`src/rtl/median_out_packer.sv`:
```
// Packs the raster pixel stream from the median filter into 32-bit words behind a small FIFO,
// tagging the last word of each frame and keeping a per-frame 16-bit pixel checksum.
module median_out_packer #(
    parameter int WIDTH      = 430,
    parameter int HEIGHT     = 554,
    parameter int FIFO_DEPTH = 16
) (
    input  logic        clk,
    input  logic        rst,
    input  logic        in_valid,
    input  logic [7:0]  pixel_in,
    output logic        m_valid,
    input  logic        m_ready,
    output logic [31:0] m_data,
    output logic        m_last,
    output logic        frame_done,
    output logic [15:0] checksum,
    output logic        overflow
);
    localparam int NPIX = WIDTH * HEIGHT;
    localparam int CW   = (NPIX > 1) ? $clog2(NPIX) : 1;
    localparam int AW   = $clog2(FIFO_DEPTH);
    localparam logic [CW-1:0] LAST_IDX = CW'(NPIX - 1);

    typedef enum logic {S_RUN, S_DRAIN} state_t;
    state_t state, state_nxt;

    logic [CW-1:0] pix_cnt;
    logic [1:0]    lane;
    logic [31:0]   pack_q;
    logic [31:0]   word_c;
    logic [15:0]   run_sum;
    logic [AW:0]   wr_ptr, rd_ptr, rd_ptr_nxt;
    logic [AW:0]   pend, pend_nxt;
    logic [32:0]   mem [FIFO_DEPTH];
    logic          last_pix, push, pop, full, wr_en, drop, head_avail;

    always_comb begin
        last_pix   = in_valid && (pix_cnt == LAST_IDX);
        push       = in_valid && ((lane == 2'd3) || last_pix);
        pop        = m_valid && m_ready;
        full       = (wr_ptr[AW] != rd_ptr[AW]) && (wr_ptr[AW-1:0] == rd_ptr[AW-1:0]);
        wr_en      = push && (!full || pop);
        drop       = push && full && !pop;
        rd_ptr_nxt = rd_ptr + (AW+1)'(pop);
        head_avail = (wr_ptr != rd_ptr_nxt);
        // pend counts stored last-words that the consumer has not yet taken
        pend_nxt   = pend + (AW+1)'(wr_en && last_pix) - (AW+1)'(pop && m_last);
    end

    // Lane 0 starts a fresh word so unwritten lanes of a short final word read as zero.
    always_comb begin
        word_c = (lane == 2'd0) ? 32'h0 : pack_q;
        case (lane)
            2'd0:    word_c[7:0]   = pixel_in;
            2'd1:    word_c[15:8]  = pixel_in;
            2'd2:    word_c[23:16] = pixel_in;
            default: word_c[31:24] = pixel_in;
        endcase
    end

    always_ff @(posedge clk) begin
        if (rst) begin
            pix_cnt  <= '0;
            lane     <= 2'd0;
            pack_q   <= 32'h0;
            run_sum  <= 16'h0;
            checksum <= 16'h0;
            wr_ptr   <= '0;
            rd_ptr   <= '0;
            pend     <= '0;
            m_valid  <= 1'b0;
            m_data   <= 32'h0;
            m_last   <= 1'b0;
            overflow <= 1'b0;
            state    <= S_RUN;
        end else begin
            if (in_valid) begin
                pack_q <= word_c;
                if (last_pix) begin
                    pix_cnt  <= '0;
                    lane     <= 2'd0;
                    run_sum  <= 16'h0;
                    checksum <= run_sum + {8'h0, pixel_in};
                end else begin
                    pix_cnt <= pix_cnt + CW'(1);
                    lane    <= lane + 2'd1;
                    run_sum <= run_sum + {8'h0, pixel_in};
                end
            end
            if (wr_en) begin
                wr_ptr <= wr_ptr + (AW+1)'(1);
            end
            if (drop) begin
                overflow <= 1'b1;
            end
            rd_ptr  <= rd_ptr_nxt;
            pend    <= pend_nxt;
            // Head register only sees words pushed on an earlier edge: one cycle of latency.
            m_valid <= head_avail;
            if (head_avail) begin
                {m_last, m_data} <= mem[rd_ptr_nxt[AW-1:0]];
            end
            state <= state_nxt;
        end
    end

    always_ff @(posedge clk) begin
        if (!rst && wr_en) begin
            mem[wr_ptr[AW-1:0]] <= {last_pix, word_c};
        end
    end

    always_comb begin
        state_nxt  = state;
        frame_done = 1'b0;
        case (state)
            S_RUN: begin
                if (push && last_pix) begin
                    state_nxt = S_DRAIN;
                end
            end
            default: begin
                frame_done = pop && m_last;
                // A dropped last word leaves pend at zero, so we fall back to RUN next cycle.
                if ((pend_nxt == '0) && !(push && last_pix)) begin
                    state_nxt = S_RUN;
                end
            end
        endcase
    end
endmodule

```
`config.mk`:
```
export PLATFORM = sky130hd
export DESIGN_NAME = median_out_packer
export DESIGN_NICKNAME = d
export VERILOG_FILES = /design/src/rtl/median_out_packer.sv
export SDC_FILE = /design/constraint.sdc
export NUM_CORES = 1
export LEC_CHECK = 0
export ABC_CLOCK_PERIOD_IN_PS = 6900
export CELL_PAD_IN_SITES_DETAIL_PLACEMENT = 1
export CELL_PAD_IN_SITES_GLOBAL_PLACEMENT = 2
export CORE_MARGIN = 2
export CORE_UTILIZATION = 47
export CTS_CLUSTER_DIAMETER = 50
export DETAILED_ROUTE_END_ITERATION = 8
export PLACE_DENSITY_LB_ADDON = 0.1
export SYNTH_ARGS = -nofsm -noshare
export SYNTH_HDL_FRONTEND = slang
export SYNTH_SLANG_ARGS = --single-unit
```
`constraint.sdc`:
```
create_clock -name clk -period 6.9 [get_ports clk]
set_input_delay 1.38 -clock clk [delete_from_list [all_inputs] [get_ports clk]]
set_output_delay 1.38 -clock clk [all_outputs]
set_load 0.02 [all_outputs]
```
==> results of run 1 <==
per-stage QoR:
step                      area [um2]  setup WS [ns]
after floorplan                26500          0.593
after global placement         28500           2.17
after detailed placement       28500           2.13
after CTS                      31000           2.50
after global routing           31000           2.49
final                          31000           2.54
sequential cells by signal, indices dropped and copies added (netlist names), 5 cells and up:
register  flops
m_data       32
pix_cnt      18
wr_ptr        5
mem         528
rd_ptr        5
run_sum      16
checksum     16
pend          5
pack_q       32
cell families (layout without fill, tap and decap cells):
| group | count (synthesis) | count (layout) |
|---|---|---|
| buf+inv | 113 | 298 |
| xor+xnor | 36 | 36 |
| simple gates | 396 | 396 |
| compound gates | 172 | 172 |
| mux | 211 | 211 |
| fa+ha+maj | 26 | 26 |
| flops | 663 | 663 |
layout make-up:
type / count / area share (%)
timing repair buffer: 139 / 4.01
sequential: 663 / 59.9
tap: 756 / 3.05
clock inverter: 33 / 1.30
clock buffer: 106 / 6.73
multi-input combinational: 841 / 24.8
inverter: 20 / 0.242
critical path: cells and delay by family:
kind          cells  cell delay, ns
simple gates      2            0.44
buf+inv           2            1.16
power by group:
part           total (W)  internal (W)  switching (W)
Combinational   0.000277     0.0000891       0.000187
Clock            0.00401       0.00239        0.00162
Sequential       0.00434       0.00433      0.0000139
Total            0.00863       0.00681        0.00182
cell usage in the layout, fill, tap and decap left out, types with 19 or more instances in the layout:
cell type,n
inv_1,19
mux4_2,132
buf_4,73
a32o_1,33
ha_1,22
clkbuf_1,24
nand2b_1,28
nand2_1,186
o21ai_0,30
nand3_1,36
clkdlybuf4s50_1,61
nor2_1,51
nor3_1,21
dfxtp_1,135
clkbuf_16,77
mux2i_1,67
a21oi_1,51
edfxtp_1,528
metal layers:
layer | track usage, % | routed length, um | vias to the layer above
li1 | - | - | 6568
met3 | 2.87 | 2850 | 96
met5 | 0 | 0 | -
met4 | 7.29 | 1500 | 0
met1 | 33.3 | 30500 | 7846
met2 | 39.7 | 33600 | 352
worst paths after layout:
check	to	slack [ns]	from
worst min-delay path	checksum[5]$_SDFFE_PP0P_	0.46	checksum[5]$_SDFFE_PP0P_
worst max register to register	state$_SDFF_PP0_	3.24	pix_cnt[15]$_SDFFE_PP0P_
worst max-delay path	frame_done	2.54	m_ready
worst min register to register	checksum[5]$_SDFFE_PP0P_	0.46	checksum[5]$_SDFFE_PP0P_
==> results.py, run 1 <==
metrics = {
    "setup_path": {
        "start_kind": "input port",
        "path_cells": "clkdlybuf4s50_1, and3_1, and2_1, clkdlybuf4s50_1",
        "path_common_cell": "clkdlybuf4s50_1",
        "cp-end-kind": "output pin",
        "reg2reg_depth": 14,
        "cp_data_arrival_time_ns": 2.98,
        "cp_max_fo": 2,
        "worst_path_max_delay_cell": "clkdlybuf4s50_1",
        "worstSetupPathType": "in -> out",
        "slowest_delay_ns": 0.62,
        "required_ns": 5.52,
    },
    "detailed_routing": {
        "drc": 0,
        "wl_mm": 68.5,
        "drt_pass1_iterations": 4,
        "via_per_inst": 5.81,
        "drtIter0Drc": 1005,
        "vias": 14900,
        "detail-route-antenna-nets": 0,
        "wl_per_cell_um": 26.8,
    },
    "final_layout": {
        "drive_above_1_share_pct": 20.1,
        "syn2layout_area_growth_pct": 16.8,
        "final_nets": 1778,
        "seq_area_um2": 18600,
        "antennaDiodeCount": 0,
        "instances_no_fill": 2558,
        "final_core_util_pct": 55.3,
        "fillCellCount": 5158,
        "multiInputGateArea_um2": 7680,
    },
    "global_route": {
        "grt_usage_pct": 23.9,
        "grt_pass1_vias": 16100,
        "antenna_found_initial": 1,
        "grt_overflow": 0,
        "grt_max_degree": 134,
        "grt_first_pass_wirelength_mm": 104,
    },
    "sta": {
        "finClkSkew_ns": 0.0140,
        "final.setup.tns_ns": 0,
        "fmax_mhz": 229,
        "relSlewSlack_pct": 21.6,
        "setup_viol": 0,
        "whs_ns": 0.462,
        "final_hold_viol_count": 0,
        "period_needed_ns": 4.36,
        "report.final.slew_viol_count": 0,
        "rsz0062_at_grt": "no",
        "worst_pin_slew_ns": 1.17,
        "post-route-period-util_pct": 63.2,
    },
    "synthesis": {
        "synth_top_family_by_area": "multiplexers",
        "syn-cell-area_um2": 26500,
        "ys_top_cells_by_area": "edfxtp_1 (60%), mux4_2 (11%), dfxtp_1 (10%)",
        "synth-edff-count": 528,
        "seq_area_frac_synth_pct": 69.9,
        "synth_nets": 1655,
        "synth_compound_area_share_pct": 4.60,
        "synth-seq-cells": 663,
        "synth_fa_ha_area_share_pct": 1.28,
        "post_synth_mux_area_share_pct": 14.2,
        "synth_area_per_cell_um2": 16.4,
        "synth_xor_area_share_pct": 1.24,
        "synthFlopType": "edfxtp_1",
        "synthCells": 1617,
        "synthArstFlopShare_pct": 0,
        "yosys-top-cells-count": "edfxtp_1 (528), nand2_1 (186), dfxtp_1 (135)",
        "ys.warnings.count": 0,
        "synthSimpleGateAreaFrac_pct": 6.98,
        "synth_area_leader_cell": "edfxtp_1",
        "synth_top_area_share_pct": 59.8,
        "synth.most_common_cell": "edfxtp_1",
        "ys_types": 59,
    },
    "placement": {
        "portBuffers": 63,
        "numPlacedInstances": 2419,
        "gp_congestion": 0.742,
        "hpwl_mm": 37.6,
    },
    "clocking": {
        "cts_resized": 0,
        "post-cts-setup-buffers": 0,
        "clock_latency_ns": 0.61,
        "ctsHoldBuffers": 0,
        "clkTransAtPathRegs_ns": 0.06,
        "cts_buffers": 75,
        "cts-root-buf": "clkbuf_16",
        "cts_tree": "done",
        "cts_max_level": 3,
        "clock_path_buffers": 3,
        "numClockSinks": 663,
    },
    "run": {
        "drv_cap": 0,
    },
    "hold_path": {
        "min_path_type": "reg -> reg",
        "holdPathStages": 2,
    },
    "floorplanning": {
        "dieArea_um2": 58400,
        "die_w_um": 242,
        "num_rows": 87,
        "boundaryPins": 64,
        "start_util_pct": 47.3,
        "fp.dieH_um": 242,
        "core_area_um2": 56100,
    },
    "pwr": {
        "p_leak_nw": 10.8,
        "power_w": 0.00863,
        "peakVddDrop_mv": 0.257,
        "p_per_area_nw_per_um2": 278,
    },
    "outcome": {
        "outcome": "complete, no violations",
    },
}
Power figures use the tool's default switching activity.
==> run 2: changes to the inputs <==
--- a/config.mk
+++ b/config.mk
@@ -5,11 +5,11 @@
 export SDC_FILE = /design/constraint.sdc
 export NUM_CORES = 1
 export LEC_CHECK = 0
-export ABC_CLOCK_PERIOD_IN_PS = 6900
+export ABC_CLOCK_PERIOD_IN_PS = 3750
 export CELL_PAD_IN_SITES_DETAIL_PLACEMENT = 1
 export CELL_PAD_IN_SITES_GLOBAL_PLACEMENT = 2
 export CORE_MARGIN = 2
-export CORE_UTILIZATION = 47
+export CORE_UTILIZATION = 42
 export CTS_CLUSTER_DIAMETER = 50
 export DETAILED_ROUTE_END_ITERATION = 8
 export PLACE_DENSITY_LB_ADDON = 0.1
==> constraint.sdc (replaced) <==
create_clock -name clk -period 3.75 [get_ports clk]
set_input_delay 0.75 -clock clk [delete_from_list [all_inputs] [get_ports clk]]
set_output_delay 0.75 -clock clk [all_outputs]
set_load 0.02 [all_outputs]
==> results.py, run 2 (synthesis gave the netlist of run 1 again) <==
metrics = {
    "final_layout": {
        "final_cell_mix": "edfxtp_1 (528), nand2_1 (185), dfxtp_1 (135)",
        "drive_above_1_share_pct": 22.1,
        "syn2layout_area_growth_pct": 20.0,
        "largest_reg_flops": 528,
        "instances_no_fill": 2685,
        "layout_commonest_cell": "edfxtp_1",
        "fillCellCount": 5913,
        "antennaDiodeCount": 0,
        "final_nets": 1813,
    },
    "detailed_routing": {
        "wl_per_cell_um": 26.0,
        "vias": 14900,
        "via_per_inst": 5.56,
        "drc": 0,
        "detail-route-antenna-nets": 0,
        "drt_pass1_iterations": 5,
        "drtIter0Drc": 986,
        "wl_mm": 69.7,
    },
    "pwr": {
        "p_clk_share_pct": 47.4,
        "p_comb_share_pct": 3.3,
        "p_int_w": 0.0127,
        "p_per_area_nw_per_um2": 509,
        "peakVddDrop_mv": 0.343,
        "p_sw_share_pct": 21.4,
        "p_leak_nw": 11.3,
        "p_sw_w": 0.00347,
        "power_w": 0.0162,
        "power_frac_seq_pct": 49.2,
    },
    "floorplanning": {
        "num_rows": 92,
        "die_w_um": 255,
        "fp.dieH_um": 255,
        "core_area_um2": 62700,
        "boundaryPins": 64,
        "dieArea_um2": 65200,
        "start_util_pct": 42.3,
    },
    "setup_path": {
        "cp_data_arrival_time_ns": 3.56,
        "path_cells": "or4b_4, nor3_4, and2_1, o211ai_1, buf_12, nor3_4, buf_12",
        "crit_buf_inv": 2,
        "start_kind": "flip-flop",
        "worstSetupPathType": "reg -> reg",
        "cp_top_family": "simple AND/OR/NAND/NOR gates",
        "slowest_delay_ns": 0.81,
        "cp-end-kind": "flip-flop",
        "worst_path_max_delay_cell": "nor3_4",
        "cp_max_fo": 22,
        "required_ns": 4.05,
    },
    "clocking": {
        "cts_buffers": 77,
        "clock_path_buffers": 3,
        "clock_latency_ns": 0.62,
        "clkTransAtPathRegs_ns": 0.06,
        "cts_tree": "done",
        "ctsHoldBuffers": 0,
        "post-cts-setup-buffers": 0,
        "cts_max_level": 3,
        "numClockSinks": 663,
        "cts_resized": 0,
        "cts-root-buf": "clkbuf_16",
    },
    "sta": {
        "post-route-period-util_pct": 87.1,
        "worst_pin_slew_ns": 1.14,
        "setup_viol": 0,
        "final_hold_viol_count": 0,
        "report.final.slew_viol_count": 0,
        "setup_ws_ns": 0.486,
        "period_needed_ns": 3.26,
        "relSlewSlack_pct": 23.7,
        "rsz0062_at_grt": "no",
        "final.setup.tns_ns": 0,
        "finClkSkew_ns": 0.0279,
        "fmax_mhz": 306,
    },
    "placement": {
        "dp_slack_ns": 0.0914,
        "gp_congestion": 0.744,
        "portBuffers": 63,
        "hpwl_mm": 40.6,
        "numPlacedInstances": 2542,
    },
    "global_route": {
        "grt_overflow": 0,
        "grt_max_degree": 54,
        "grt_first_pass_wirelength_mm": 105,
        "grt_usage_pct": 21.6,
        "antenna_found_initial": 2,
        "grt_pass1_vias": 16100,
    },
    "run": {
        "drv_cap": 0,
    },
    "hold_path": {
        "min_path_type": "reg -> reg",
    },
    "outcome": {
        "outcome": "complete, no violations",
    },
}
==> run 2: cell types whose count changed in the layout (fill, tap and decap cells not counted), sizes merged <==
cell    before  now
buf         78  111
clkbuf     106  103
inv         28   35
==> run 2: final cells by class <==
cell class	instances	area, um2	share of cell area (%)
Clock buffer	103	2160	6.78
Clock inverter	40	464	1.46
Inverter	20	75.1	0.236
Multi-Input combinational cell	841	7790	24.5
Sequential cell	663	18600	58.3
Tap cell	846	1060	3.32
Timing Repair Buffer	172	1740	5.47
==> run 2: layer usage <==
layer / global-route usage [%] / vias up / share of wire (%) / routed length [um]
met1: 29.3 / 7859 / 44 / 30800
met2: 35.9 / 292 / 49 / 34200
met5: 0 / - / 0.016 / 11
met3: 3.70 / 104 / 4.2 / 2950
met4: 6.60 / 2 / 2.5 / 1720
li1: - / 6667 / - / -
==> run 2: power by group through the flow <==
stage,clock (W),combinational [W],sequential [W]
5_1_grt,0.00816,0.000593,0.00799
3_5_place_dp,0,0.000546,0.00814
2_1_floorplan,0,0.000315,0.00814
4_1_cts,0.00788,0.000548,0.00799
6_report,0.00769,0.000540,0.00799
3_3_place_gp,0,0.000528,0.00814
==> run 2: through the flow <==
stage	util, %	hold slack, ns	instance area (um2)
final	50.8	0.457	31800
after detailed placement	46.6	0.445	29200
after global routing	50.8	0.474	31800
after CTS	50.8	0.463	31800
after floorplan	-	0.445	26700
after global placement	46.6	0.440	29200
==> run 2: worst reg2reg max path: stages, from the launching register on <==
cell and delay [ns]:
dfxtp_1 0.38, or4b_4 0.62, nor3_4 0.23, and2_1 0.21, o211ai_1 0.15, buf_12 0.21
nor3_4 0.81, buf_12 0.32
==> run 2: worst paths after layout <==
kind | startpoint | endpoint | slack, ns | cells after the start
setup / recovery | pix_cnt[2]$_SDFFE_PP0P_ | mem[15][27]$_DFFE_PP_ | 0.49 | 7
hold reg to reg | checksum[5]$_SDFFE_PP0P_ | checksum[5]$_SDFFE_PP0P_ | 0.46 | 2
hold / removal | checksum[5]$_SDFFE_PP0P_ | checksum[5]$_SDFFE_PP0P_ | 0.46 | 2
setup reg to reg | pix_cnt[2]$_SDFFE_PP0P_ | mem[15][27]$_DFFE_PP_ | 0.49 | 7
==> run 3: changes to the inputs <==
--- a/config.mk
+++ b/config.mk
@@ -13,6 +13,7 @@
 export CTS_CLUSTER_DIAMETER = 50
 export DETAILED_ROUTE_END_ITERATION = 8
 export PLACE_DENSITY_LB_ADDON = 0.1
+export SLEW_MARGIN = 15
 export SYNTH_ARGS = -nofsm -noshare
 export SYNTH_HDL_FRONTEND = slang
 export SYNTH_SLANG_ARGS = --single-unit
==> results.py, run 3 (synthesis gave the netlist of run 1 again) <==
metrics = {
    "setup_path": {
        "crit_buf_inv": 2,
        "cp_data_arrival_time_ns": 3.56,
        "setup.worst_path.start": "pix_cnt[2]$_SDFFE_PP0P_",
        "worst_path_max_delay_cell": "nor3_4",
        "r2r_setup_slack_ns": 0.49,
        "worstSetupPathType": "reg -> reg",
        "cp_max_fo": 22,
        "slowest_delay_ns": 0.81,
        "regToRegStartpoint": "pix_cnt[2]$_SDFFE_PP0P_",
        "cp_top_family": "simple AND/OR/NAND/NOR gates",
        "start_kind": "flip-flop",
        "required_ns": 4.05,
        "reg2reg_depth": 7,
        "r2r_end": "mem[15][27]$_DFFE_PP_",
        "critical_path_depth": 7,
        "path_cells": "or4b_4, nor3_4, and2_1, o211ai_1, buf_12, nor3_4, buf_12",
        "cp-endpoint": "mem[15][27]$_DFFE_PP_",
        "cp-end-kind": "flip-flop",
    },
    "detailed_routing": {
        "wl_per_cell_um": 26.0,
        "drt_pass1_iterations": 6,
        "vias": 14900,
        "drtIter0Drc": 998,
        "via_per_inst": 5.56,
        "detail-route-antenna-nets": 0,
        "drc": 0,
        "wl_mm": 69.7,
    },
    "global_route": {
        "grt_first_pass_wirelength_mm": 105,
        "antenna_found_initial": 2,
        "grt_overflow": 0,
        "grt_usage_pct": 21.6,
        "grt_pass1_vias": 16100,
        "grt_max_degree": 54,
    },
    "clocking": {
        "cts_resized": 0,
        "cts_tree": "done",
        "clock_path_buffers": 3,
        "clock_latency_ns": 0.62,
        "ctsHoldBuffers": 0,
        "post-cts-setup-buffers": 0,
        "cts_max_level": 3,
        "cts-root-buf": "clkbuf_16",
        "clkTransAtPathRegs_ns": 0.06,
        "cts_buffers": 77,
        "numClockSinks": 663,
    },
    "pwr": {
        "p_int_w": 0.0127,
        "p_comb_share_pct": 3.3,
        "p_leak_nw": 11.3,
        "power_frac_seq_pct": 49.2,
        "peakVddDrop_mv": 0.343,
        "p_clk_share_pct": 47.4,
        "p_sw_share_pct": 21.4,
        "p_per_area_nw_per_um2": 509,
        "p_sw_w": 0.00348,
    },
    "placement": {
        "hpwl_mm": 40.6,
        "dp_slack_ns": 0.0914,
        "portBuffers": 63,
        "numPlacedInstances": 2542,
        "gp_congestion": 0.744,
    },
    "floorplanning": {
        "die_w_um": 255,
        "num_rows": 92,
        "boundaryPins": 64,
        "start_util_pct": 42.3,
        "dieArea_um2": 65200,
        "fp.dieH_um": 255,
        "core_area_um2": 62700,
    },
    "sta": {
        "report.final.slew_viol_count": 0,
        "post-route-period-util_pct": 86.9,
        "setup_viol": 0,
        "period_needed_ns": 3.26,
        "fmax_mhz": 307,
        "relSlewSlack_pct": 33.3,
        "final_hold_viol_count": 0,
        "setup_ws_ns": 0.490,
        "rsz0062_at_grt": "no",
        "finClkSkew_ns": 0.0274,
        "worst_pin_slew_ns": 0.998,
    },
    "hold_path": {
        "min_path_type": "reg -> reg",
    },
    "final_layout": {
        "instances_no_fill": 2685,
        "largest_reg_flops": 528,
        "final_nets": 1813,
        "layout_commonest_cell": "edfxtp_1",
        "drive_above_1_share_pct": 22.2,
        "syn2layout_area_growth_pct": 20.1,
        "final_cell_mix": "edfxtp_1 (528), nand2_1 (185), dfxtp_1 (135)",
        "antennaDiodeCount": 0,
    },
    "outcome": {
        "outcome": "complete, no violations",
    },
    "run": {
        "drv_cap": 0,
    },
}
==> run 3: worst min-delay path: cells and delay by family, from the launching register on <==
kind            cells  cell delay [ns]
flops               1             0.31
simple gates        1             0.05
compound gates      1             0.05
==> run 3: power groups by stage <==
stage                     Combinational (W)  Sequential [W]  Clock (W)
after floorplan                    0.000315         0.00814          0
after global placement             0.000528         0.00814          0
after detailed placement           0.000546         0.00814          0
after CTS                          0.000548         0.00799    0.00788
after global routing               0.000594         0.00799    0.00816
final                              0.000541         0.00799    0.00769
==> run 3: worst min-delay path by stage <==
| stage | slack (ns) | cells after the start | start | end |
|---|---|---|---|---|
| after floorplan | 0.44 | 2 | run_sum[0]$_SDFFE_PP0P_ | run_sum[0]$_SDFFE_PP0P_ |
| after global placement | 0.44 | 2 | checksum[4]$_SDFFE_PP0P_ | checksum[4]$_SDFFE_PP0P_ |
| after detailed placement | 0.45 | 2 | checksum[2]$_SDFFE_PP0P_ | checksum[2]$_SDFFE_PP0P_ |
| after CTS | 0.46 | 2 | checksum[2]$_SDFFE_PP0P_ | checksum[2]$_SDFFE_PP0P_ |
| after global routing | 0.47 | 2 | checksum[2]$_SDFFE_PP0P_ | checksum[2]$_SDFFE_PP0P_ |
| final | 0.46 | 2 | checksum[5]$_SDFFE_PP0P_ | checksum[5]$_SDFFE_PP0P_ |
==> run 3: area by class of cell <==
type	count	area (um2)
fill	5910	30900
sequential	663	18600
multi-input combinational	841	7800
clock buffer	103	2160
timing repair buffer	172	1740
tap	846	1060
clock inverter	40	464
inverter	20	75.1
==> run 3: stage by stage <==
step	hold slack [ns]	total power, W	area [um2]	TNS [ns]	util, %
2_1_floorplan	0.445	0.00846	26700	-99.78	-
3_3_place_gp	0.440	0.00867	29200	0	46.6
3_5_place_dp	0.445	0.00869	29200	0	46.6
4_1_cts	0.463	0.0164	31800	0	50.8
5_1_grt	0.474	0.0167	31900	0	50.8
6_report	0.457	0.0162	31900	0	50.8
==> run 3: metal layers <==
metal / routed length [um] / track usage [%]
met4: 1670 / 6.60
met5: 11 / 0
met2: 34300 / 35.9
met3: 3060 / 3.70
met1: 30700 / 29.3
